### config.mk
export PLATFORM = sky130hd
export DESIGN_NAME = skinny_tbc_round_ctrl
export DESIGN_NICKNAME = d
export VERILOG_FILES = /design/src/rtl/skinny_tbc_round_ctrl.sv
export SDC_FILE = /design/constraint.sdc
export NUM_CORES = 2
export LEC_CHECK = 0
export BUFFER_PORTS_ARGS = -buffer_cell sky130_fd_sc_hd__buf_2
export CAP_MARGIN = 0
export CORE_AREA = 10 10 645 647
export CTS_BUF_LIST = sky130_fd_sc_hd__clkbuf_8
export DETAILED_ROUTE_END_ITERATION = 8
export DIE_AREA = 0 0 655 657
export PLACE_DENSITY_LB_ADDON = 0.15
export SKIP_LAST_GASP = 1
export SYNTH_ARGS = -nofsm -noshare
export SYNTH_HDL_FRONTEND = slang
export SYNTH_SLANG_ARGS = --single-unit
export TNS_END_PERCENT = 50
### constraint.sdc
create_clock -name clk -period 4.8 [get_ports clk]
set_input_delay 0.48 -clock clk [delete_from_list [all_inputs] [get_ports clk]]
set_output_delay 0.48 -clock clk [all_outputs]
set_load 0.02 [all_outputs]
### src/rtl/skinny_tbc_round_ctrl.sv
// skinny_tbc_round_ctrl: iterative round sequencer for SKINNY-128-384.
// Holds the state/TK1/TK2/TK3 working registers, drives them into an
// external combinational round datapath together with numrnd round
// constants per cycle, and registers the datapath results back until all
// ROUNDS rounds are done.
//
//   state | meaning
//   ------+-----------------------------------------------------------
//   IDLE  | ready for a new block; start loads the working registers
//   RUN   | numrnd rounds applied per cycle, start ignored
//   DONE  | one-cycle done pulse with state_out valid, then IDLE
module skinny_tbc_round_ctrl #(
  parameter int numrnd  = 2,
  parameter int fullcnt = 1,
  parameter int ROUNDS  = 40
) (
  input  logic                       clk,
  input  logic                       rst,
  input  logic                       start,
  input  logic [127:0]               key_in,
  input  logic [127:0]               tweak_in,
  input  logic [64+64*fullcnt-1:0]   cnt_in,
  input  logic [127:0]               state_in,
  output logic                       ready,
  output logic                       busy,
  output logic                       done,
  output logic [127:0]               state_out,
  output logic [127:0]               roundkey,
  output logic [127:0]               roundtweak,
  output logic [64+64*fullcnt-1:0]   roundcnt,
  output logic [127:0]               roundstate,
  output logic [6*numrnd-1:0]        constant,
  input  logic [127:0]               nextkey,
  input  logic [127:0]               nexttweak,
  input  logic [64+64*fullcnt-1:0]   nextcnt,
  input  logic [127:0]               nextstate
);

  localparam int CW = 64 + 64 * fullcnt;
  localparam int RW = $clog2(ROUNDS + 1);
  localparam logic [RW-1:0] RND_STEP = RW'(numrnd);
  localparam logic [RW-1:0] RND_LAST = RW'(ROUNDS);

  typedef enum logic [1:0] {
    IDLE = 2'd0,
    RUN  = 2'd1,
    DONE = 2'd2
  } fsm_t;

  fsm_t            fsm_q;
  logic [5:0]      rc_q;
  logic [RW-1:0]   rnd_q;
  logic [RW-1:0]   rnd_next;
  logic [127:0]    key_q;
  logic [127:0]    tweak_q;
  logic [CW-1:0]   cnt_q;
  logic [127:0]    state_q;
  logic [5:0]      rc_last;

  // one step of the 6-bit SKINNY round-constant LFSR
  function automatic logic [5:0] lfsr_step(input logic [5:0] v);
    return {v[4:0], v[5] ^ v[4] ^ 1'b1};
  endfunction

  // constants for this cycle: slice i is rc advanced i+1 times
  always_comb begin
    logic [5:0] v;
    constant = '0;
    v = rc_q;
    for (int i = 0; i < numrnd; i++) begin
      v = lfsr_step(v);
      constant[6*i +: 6] = v;
    end
    rc_last = v;
  end

  assign rnd_next = rnd_q + RND_STEP;

  assign roundkey   = key_q;
  assign roundtweak = tweak_q;
  assign roundcnt   = cnt_q;
  assign roundstate = state_q;

  // sequencer: working registers, round counter, LFSR and handshake outputs
  always_ff @(posedge clk) begin
    if (rst) begin
      fsm_q     <= IDLE;
      ready     <= 1'b1;
      busy      <= 1'b0;
      done      <= 1'b0;
      state_out <= '0;
      key_q     <= '0;
      tweak_q   <= '0;
      cnt_q     <= '0;
      state_q   <= '0;
      rc_q      <= '0;
      rnd_q     <= '0;
    end else begin
      case (fsm_q)
        IDLE: begin
          if (start) begin
            state_q <= state_in;
            cnt_q   <= cnt_in;
            tweak_q <= tweak_in;
            key_q   <= key_in;
            rc_q    <= '0;
            rnd_q   <= '0;
            ready   <= 1'b0;
            busy    <= 1'b1;
            fsm_q   <= RUN;
          end
        end
        RUN: begin
          state_q <= nextstate;
          cnt_q   <= nextcnt;
          tweak_q <= nexttweak;
          key_q   <= nextkey;
          rc_q    <= rc_last;
          rnd_q   <= rnd_next;
          // equality compare ends the run, so the counter never wraps
          if (rnd_next == RND_LAST) begin
            state_out <= nextstate;
            busy      <= 1'b0;
            done      <= 1'b1;
            fsm_q     <= DONE;
          end
        end
        DONE: begin
          done  <= 1'b0;
          ready <= 1'b1;
          fsm_q <= IDLE;
        end
        default: begin
          ready <= 1'b1;
          busy  <= 1'b0;
          done  <= 1'b0;
          fsm_q <= IDLE;
        end
      endcase
    end
  end

endmodule

# Word-level counts from Yosys, hierarchy flattened

Cells that the tools add are included.

Add/sub/neg operators: 1
Multiply operators: 0
Div/mod/pow operators: 0
Order comparisons: 0
Eq/ne operators: 5
Shift-type cells: 0
Muxes and demuxes: 21
Bitwise logic cells: 7
Reductions and logical operators: 8

Operators by type and width:

| cell                                          | count |
|---|---|
| one-hot mux 128 bit (2 select lines)          | 4 |
| two-way mux 128 bit                           | 4 |
| one-hot mux 6 bit (2 select lines)            | 2 |
| AND reduction 2 bit                           | 5 |
| adder 6 x 2 -> 6 bit, second input constant   | 1 |
| == test 6 bit, second input constant          | 1 |
| two-way mux 6 bit                             | 1 |
| inverter 1 bit                                | 5 |
| two-way mux 1 bit                             | 4 |
| two-way mux 2 bit                             | 2 |
| inequality test 2 bit, second input constant  | 2 |
| one-hot mux 1 bit (2 select lines)            | 2 |
| one-hot mux 2 bit (2 select lines)            | 1 |
| one-hot mux 1 bit (3 select lines)            | 1 |
| AND reduction 3 bit                           | 1 |
| == test 2 x 1 -> 1 bit, second input constant | 1 |
| == test 2 bit, second input constant          | 1 |
| zero test 2 bit                               | 1 |
| nonzero test 2 bit                            | 1 |
| bitwise XOR 1 bit                             | 2 |

Flip-flop bits (word level): 657
Bits in latches: 0
Memory bits (writable): 0
Memory bits (read-only): 0
Output and inout port bits: 655
Word-level logic and storage cells: 53
Memories kept: 0

# Longest topological paths before layout

Depth after elaboration: 4
Mapped depth: 8
Depth with buffers taken out: 5

# Least setup slack after synthesis

OpenSTA, ideal clock, no wires.

Path type: reg2reg
From: reg rnd_q[1]
To: reg state_out[0]
Setup time: 0.132 ns
Arrival time: 1.528 ns
Path slack: 3.140 ns
Stages on the path, launching flop included: 8
Buffers on the path: 2
Period minus slack after synthesis: 1.660 ns
Cells stage by stage: dfxtp_1 > ha_1 > xor2_1 > nand4b_1 > clkbuf_1 > buf_2 > o31ai_1 > a21oi_1

Word-level cells in the longest chain between the ends: 3

RTL lines:

| item                          | line | text |
|---|---|---|
| start: declaration            | 52   | `logic [RW-1:0] rnd_q;` |
| start signal: assignment      | 119  | `rnd_q <= rnd_next;` |
| adder 6 x 2 -> 6 bit          | 77   | `assign rnd_next = rnd_q + RND_STEP;` |
| == test 6 bit                 | 121  | `if (rnd_next == RND_LAST) begin` |
| AND reduction 2 bit (no line) | n/a  |  |
| end signal: assignment        | 122  | `state_out <= nextstate;` |
| end: declaration              | 27   | `output logic [127:0] state_out,` |

No other way between the ends.
A chain may end at the register's enable or synchronous reset.

# Worst setup path in the final report

From: reg fsm_q[0]
To: reg key_q[38], in the netlist roundkey[38]

Word-level cells in the longest chain between the ends: 3
Elaborated cells between the ends (all ways): 6
Classes of those cells: eq/ne: 2; mux: 1; reduce/logical: 3

RTL lines:

| item                                                                  | line | text |
|---|---|---|
| start: declaration                                                    | 50   | `fsm_t fsm_q;` |
| start signal: assignment                                              | 87   | `fsm_q <= IDLE;` |
| start signal: assignment                                              | 110  | `fsm_q <= RUN;` |
| start signal: assignment                                              | 125  | `fsm_q <= DONE;` |
| == test 2 x 1 -> 1 bit or zero test 2 bit (tied branches)             | 99   | `case (fsm_q)` |
| nonzero test 2 bit (no line) or inequality test 2 bit (tied branches) | n/a  |  |
| AND reduction 2 bit (no line)                                         | n/a  |  |
| end signal: assignment                                                | 105  | `key_q <= key_in;` |
| end signal: assignment                                                | 117  | `key_q <= nextkey;` |
| end: declaration                                                      | 54   | `logic [127:0] key_q;` |

Parallel ways exist; a longest one is shown, timed or not.

==> summary.md <==
| Metric | Value |
|---|---|
| Power, Total | 17,640 uW |
| Mux cell area share after synthesis | 0% |
| Pin count of the biggest net entering global routing | between 150 and 200 |
| Actual slew at the worst max-slew pin | ~1.1 ns |
| Avg WL per Cell | 26.91 um |
| Kind of critical path | register to register |
| Chip Width | between 600 and 700 um |
| Synth Instances | 3,540 |
| Post-DRT Antenna Nets | 0 |
| Hold-fix buffers at CTS | about 1,100 |
| Worst Skew | about 0.092 ns |
| Critical Path RT | around 5.7 ns |
| Synth area leaders | dfxtp_1, a311oi_1, nand2_1 |
| Area grow syn2layout | 101.7% |
| Fill count | between 40,000 and 50,000 |
| CP Launch Point | fsm_q[0]$_SDFFE_PP0P_ |
| Largest family of logic cells by synthesized area | simple AND/OR/NAND/NOR gates |
| Routability cong. | 0.8711 |
| Hold Violations, Final | 0 |
| Yosys warns | 0 |
| Die Y | around 660 um |
| Distinct cells, synth | 33 |
| CP Cell Sequence | o21ba_4 -> buf_4 -> buf_4 -> nor2_1 -> a311oi_1 -> dlygate4sd3_1 |
| Final WL | approximately 310,000 um |
| CP most frequent cell | buf_4 |
| First-pass GRT wire length | between 400,000 and 500,000 um |
| R2R setup slack | between 1.5 and 2 ns |
| Worst r2r path cells | 6 |
| CP top delay family | buffers and inverters |
| End of the worst register-to-register path | roundkey[38]$_SDFFE_PP0P_ |
| MaxCap Viol Count | 0 |
| Num rows | 233 |
| Clock Tree Root | clkbuf_8 |
| Initial Utilization | 6.957% |
| Routed via count | 39,470 |
| Synth top area share | roughly 47% |
| Post-Synth XOR/XNOR Area | less than 1% |
| Clock Sinks | 656 |
| Critical path arrival | between 4 and 5 ns |
| Final Cycle Share | around two thirds |
| CTS tree | done |
| Critical Path End | roundkey[38]$_SDFFE_PP0P_ |
| Slew Limit Headroom | slightly below 30% |
| Flops & latches, synth | 656 |
| Area share of fa/ha/maj cells after synthesis | 0.04470% |
| Area of the core | about 0.40 mm2 |
| Drt drc | 0 |
| Nets | between 7,000 and 8,000 |
| Setup bufs post-CTS | 0 |
| Port Buf Inserts | 1,681 |
| Reg clk slew, reported paths | around 0.060 ns |
| Drt pass-1 iters | 8 |
| Biggest area consumer among synthesized cells | dfxtp_1 |
| Leak | 0.02488 uW |
| Total CTS buffers | 160 |
| Clock Path Buffers | 4 |
| Gr usage total | between 10% and 20% |
| Power Density | between 300 and 400 mW/mm2 |
| Antenna violations before repair | roughly 160 |
| Maximum vdd drop | around 0.00016 V |
| RSZ-0062 raised after global routing | no |
| Final HPWL DP | between 200,000 and 300,000 um |
| Post-cts sizing count | 0 |
| Vias in the first global route | 41,640 |
| Post-Synth Simple-Gate Area | a little under a quarter |
| FF-to-FF Start | fsm_q[0]$_SDFFE_PP0P_ |
| Compound-Gate Fraction of Synth Area | approximately 22% |
| Post-synthesis cell area | 0.02799 mm2 |
| Sequential element share of the synthesized area | ~47% |
| Tmin final | approximately 3.2 ns |
| Crit. End Element | register |
| Slew Viols, Final | 0 |
| HP Class | input port to register |
| Share of cells above drive strength 1 | 31.79% |
| Setup Viol. Count Final | 0 |
| Htree depth | 4 |
| Grt ovf | 0 |
| Total negative setup slack | 0 ns |
| Die Area | between 0.4 and 0.5 mm2 |
| FMAX | about 0.31 GHz |
| Syn avg cell area | 7.906 um2 |
| Worst-Skew Late Latency | 0.96 ns |
| Startpoint Class | register |
| Status | complete, no violations |
| Slowest stage delay, CP | 0.71 ns |
| CP Max Fanout | 32 |
| # IOs | about 1,700 |
| Buf/Inv on CP | 3 |
| Cell depth of the worst setup path | 6 |
| Slowest CP cell | o21ba_4 |
| Vias per cell | between 3 and 4 |
| 1st-iter DRT viols | 2,196 |
| Hold Path Depth | 3 |
| Post-Syn Nets | 4,568 |
## through the flow
stage	instance area (um2)	setup WS (ns)	hold WS (ns)	instances	utilization, %
floorplan	27990	3.140	0.4628	3540	-
global placement	42190	2.040	0.4509	10200	10.49
detailed placement	42190	2.082	0.4582	10200	10.49
CTS	56280	1.521	0.02596	11570	13.99
global route	56320	1.318	0.05614	11590	14.00
finish	56450	1.597	0.1285	11640	14.03
## flip-flops by register name, summed over array words and instances (netlist names)
| name | flops |
|---|---|
| roundtweak | 128 |
| busy | 1 |
| rnd_q | 5 |
| roundkey | 128 |
| fsm_q | 2 |
| state_out | 128 |
| roundstate | 128 |
| done | 1 |
| ready | 1 |
| roundcnt | 128 |
| rc_q | 6 |
## cell usage in the layout, fill, tap and decap left out, types with 2 or more instances in the layout
cell | Yosys | layout
a21oi_1 | 129 | 129
a22oi_1 | 9 | 9
a311oi_1 | 513 | 513
a31oi_1 | 2 | 2
buf_12 | 0 | 23
buf_2 | 168 | 1680
buf_4 | 14 | 70
bufinv_16 | 0 | 5
clkbuf_8 | 0 | 193
clkinv_2 | 0 | 12
clkinvlp_4 | 0 | 4
dfxtp_1 | 656 | 656
diode_2 | 0 | 70
dlygate4sd3_1 | 0 | 1093
inv_1 | 2 | 59
inv_8 | 0 | 2
nand2_1 | 1026 | 1026
nand3_1 | 2 | 2
nand4_1 | 128 | 128
nor2_1 | 525 | 525
o21ai_0 | 3 | 3
o31ai_1 | 129 | 129
xnor2_1 | 2 | 2
## worst min-delay path by stage
stage                                        to                       start
CTS                 roundtweak[48]$_SDFFE_PP0P_                tweak_in[48]
finish              roundtweak[48]$_SDFFE_PP0P_                tweak_in[48]
floorplan                 rnd_q[5]$_SDFFE_PP0P_       rnd_q[5]$_SDFFE_PP0P_
detailed placement   state_out[25]$_SDFFE_PP0P_  state_out[25]$_SDFFE_PP0P_
global route        roundtweak[48]$_SDFFE_PP0P_                tweak_in[48]
global placement     state_out[79]$_SDFFE_PP0P_  state_out[79]$_SDFFE_PP0P_
## worst register-to-register path: cells and delay by family (launching register included)
| kind | cells | cell delay [ns] |
|---|---|---|
| buffers and inverters | 3 | 1.51 |
| AO/OA/AOI/OAI | 2 | 0.99 |
| flip-flops | 1 | 0.54 |
| AND/OR/NAND/NOR | 1 | 0.10 |
## synth_stat cells (all sizes together)
cell type,instances
a211oi,1
a21oi,129
a22oi,9
a311oi,513
a31oi,2
and2b,1
and4b,1
buf,215
clkbuf,184
dfxtp,656
ha,1
inv,2
nand2,1026
nand2b,1
nand3,2
nand4,128
nand4b,1
nor2,525
nor2b,1
nor3,1
nor4,1
o211ai,1
o21ai,4
o21ba,1
o31ai,129
xnor2,3
xor2,2
## area by class of cell
cell class | count | area (um2) | share of cell area, %
diodes | 70 | 175.2 | 0.3103
multi-input cells | 2483 | 13030 | 23.08
inverters | 2 | 7.507 | 0.01330
clock buffers | 193 | 2656 | 4.706
repair buffers | 2867 | 20350 | 36.05
flip-flops and latches | 656 | 13130 | 23.26
clock inverters | 81 | 485.5 | 0.8600
well taps | 5287 | 6615 | 11.72
## cells by family after synthesis
group	Yosys count
XOR/XNOR	5
adder cells (fa/ha/maj)	1
AO/OA/AOI/OAI	789
buffers and inverters	401
AND/OR/NAND/NOR	1688
flip-flops	656
## power breakdown
part	switching [uW]	leakage, uW	total (uW)	internal (uW)
clock network	3350	0.00183	7220	3880
registers	246	0.00542	6090	5850
logic	2580	0.0176	4320	1740
total	6170	0.0249	17600	11500
## metal layers
| metal | routed length [um] | up-vias | part of all wire, % | GRT usage (%) |
|---|---|---|---|---|
| li1 | - | 18000 | - | - |
| met1 | 122500 | 19460 | 39 | 15.68 |
| met2 | 158100 | 1544 | 50 | 25.27 |
| met3 | 24340 | 454 | 7.8 | 4.343 |
| met4 | 8196 | 20 | 2.6 | 2.729 |
| met5 | 115 | - | 0.037 | 0 |
Power figures use the tool's default switching activity.
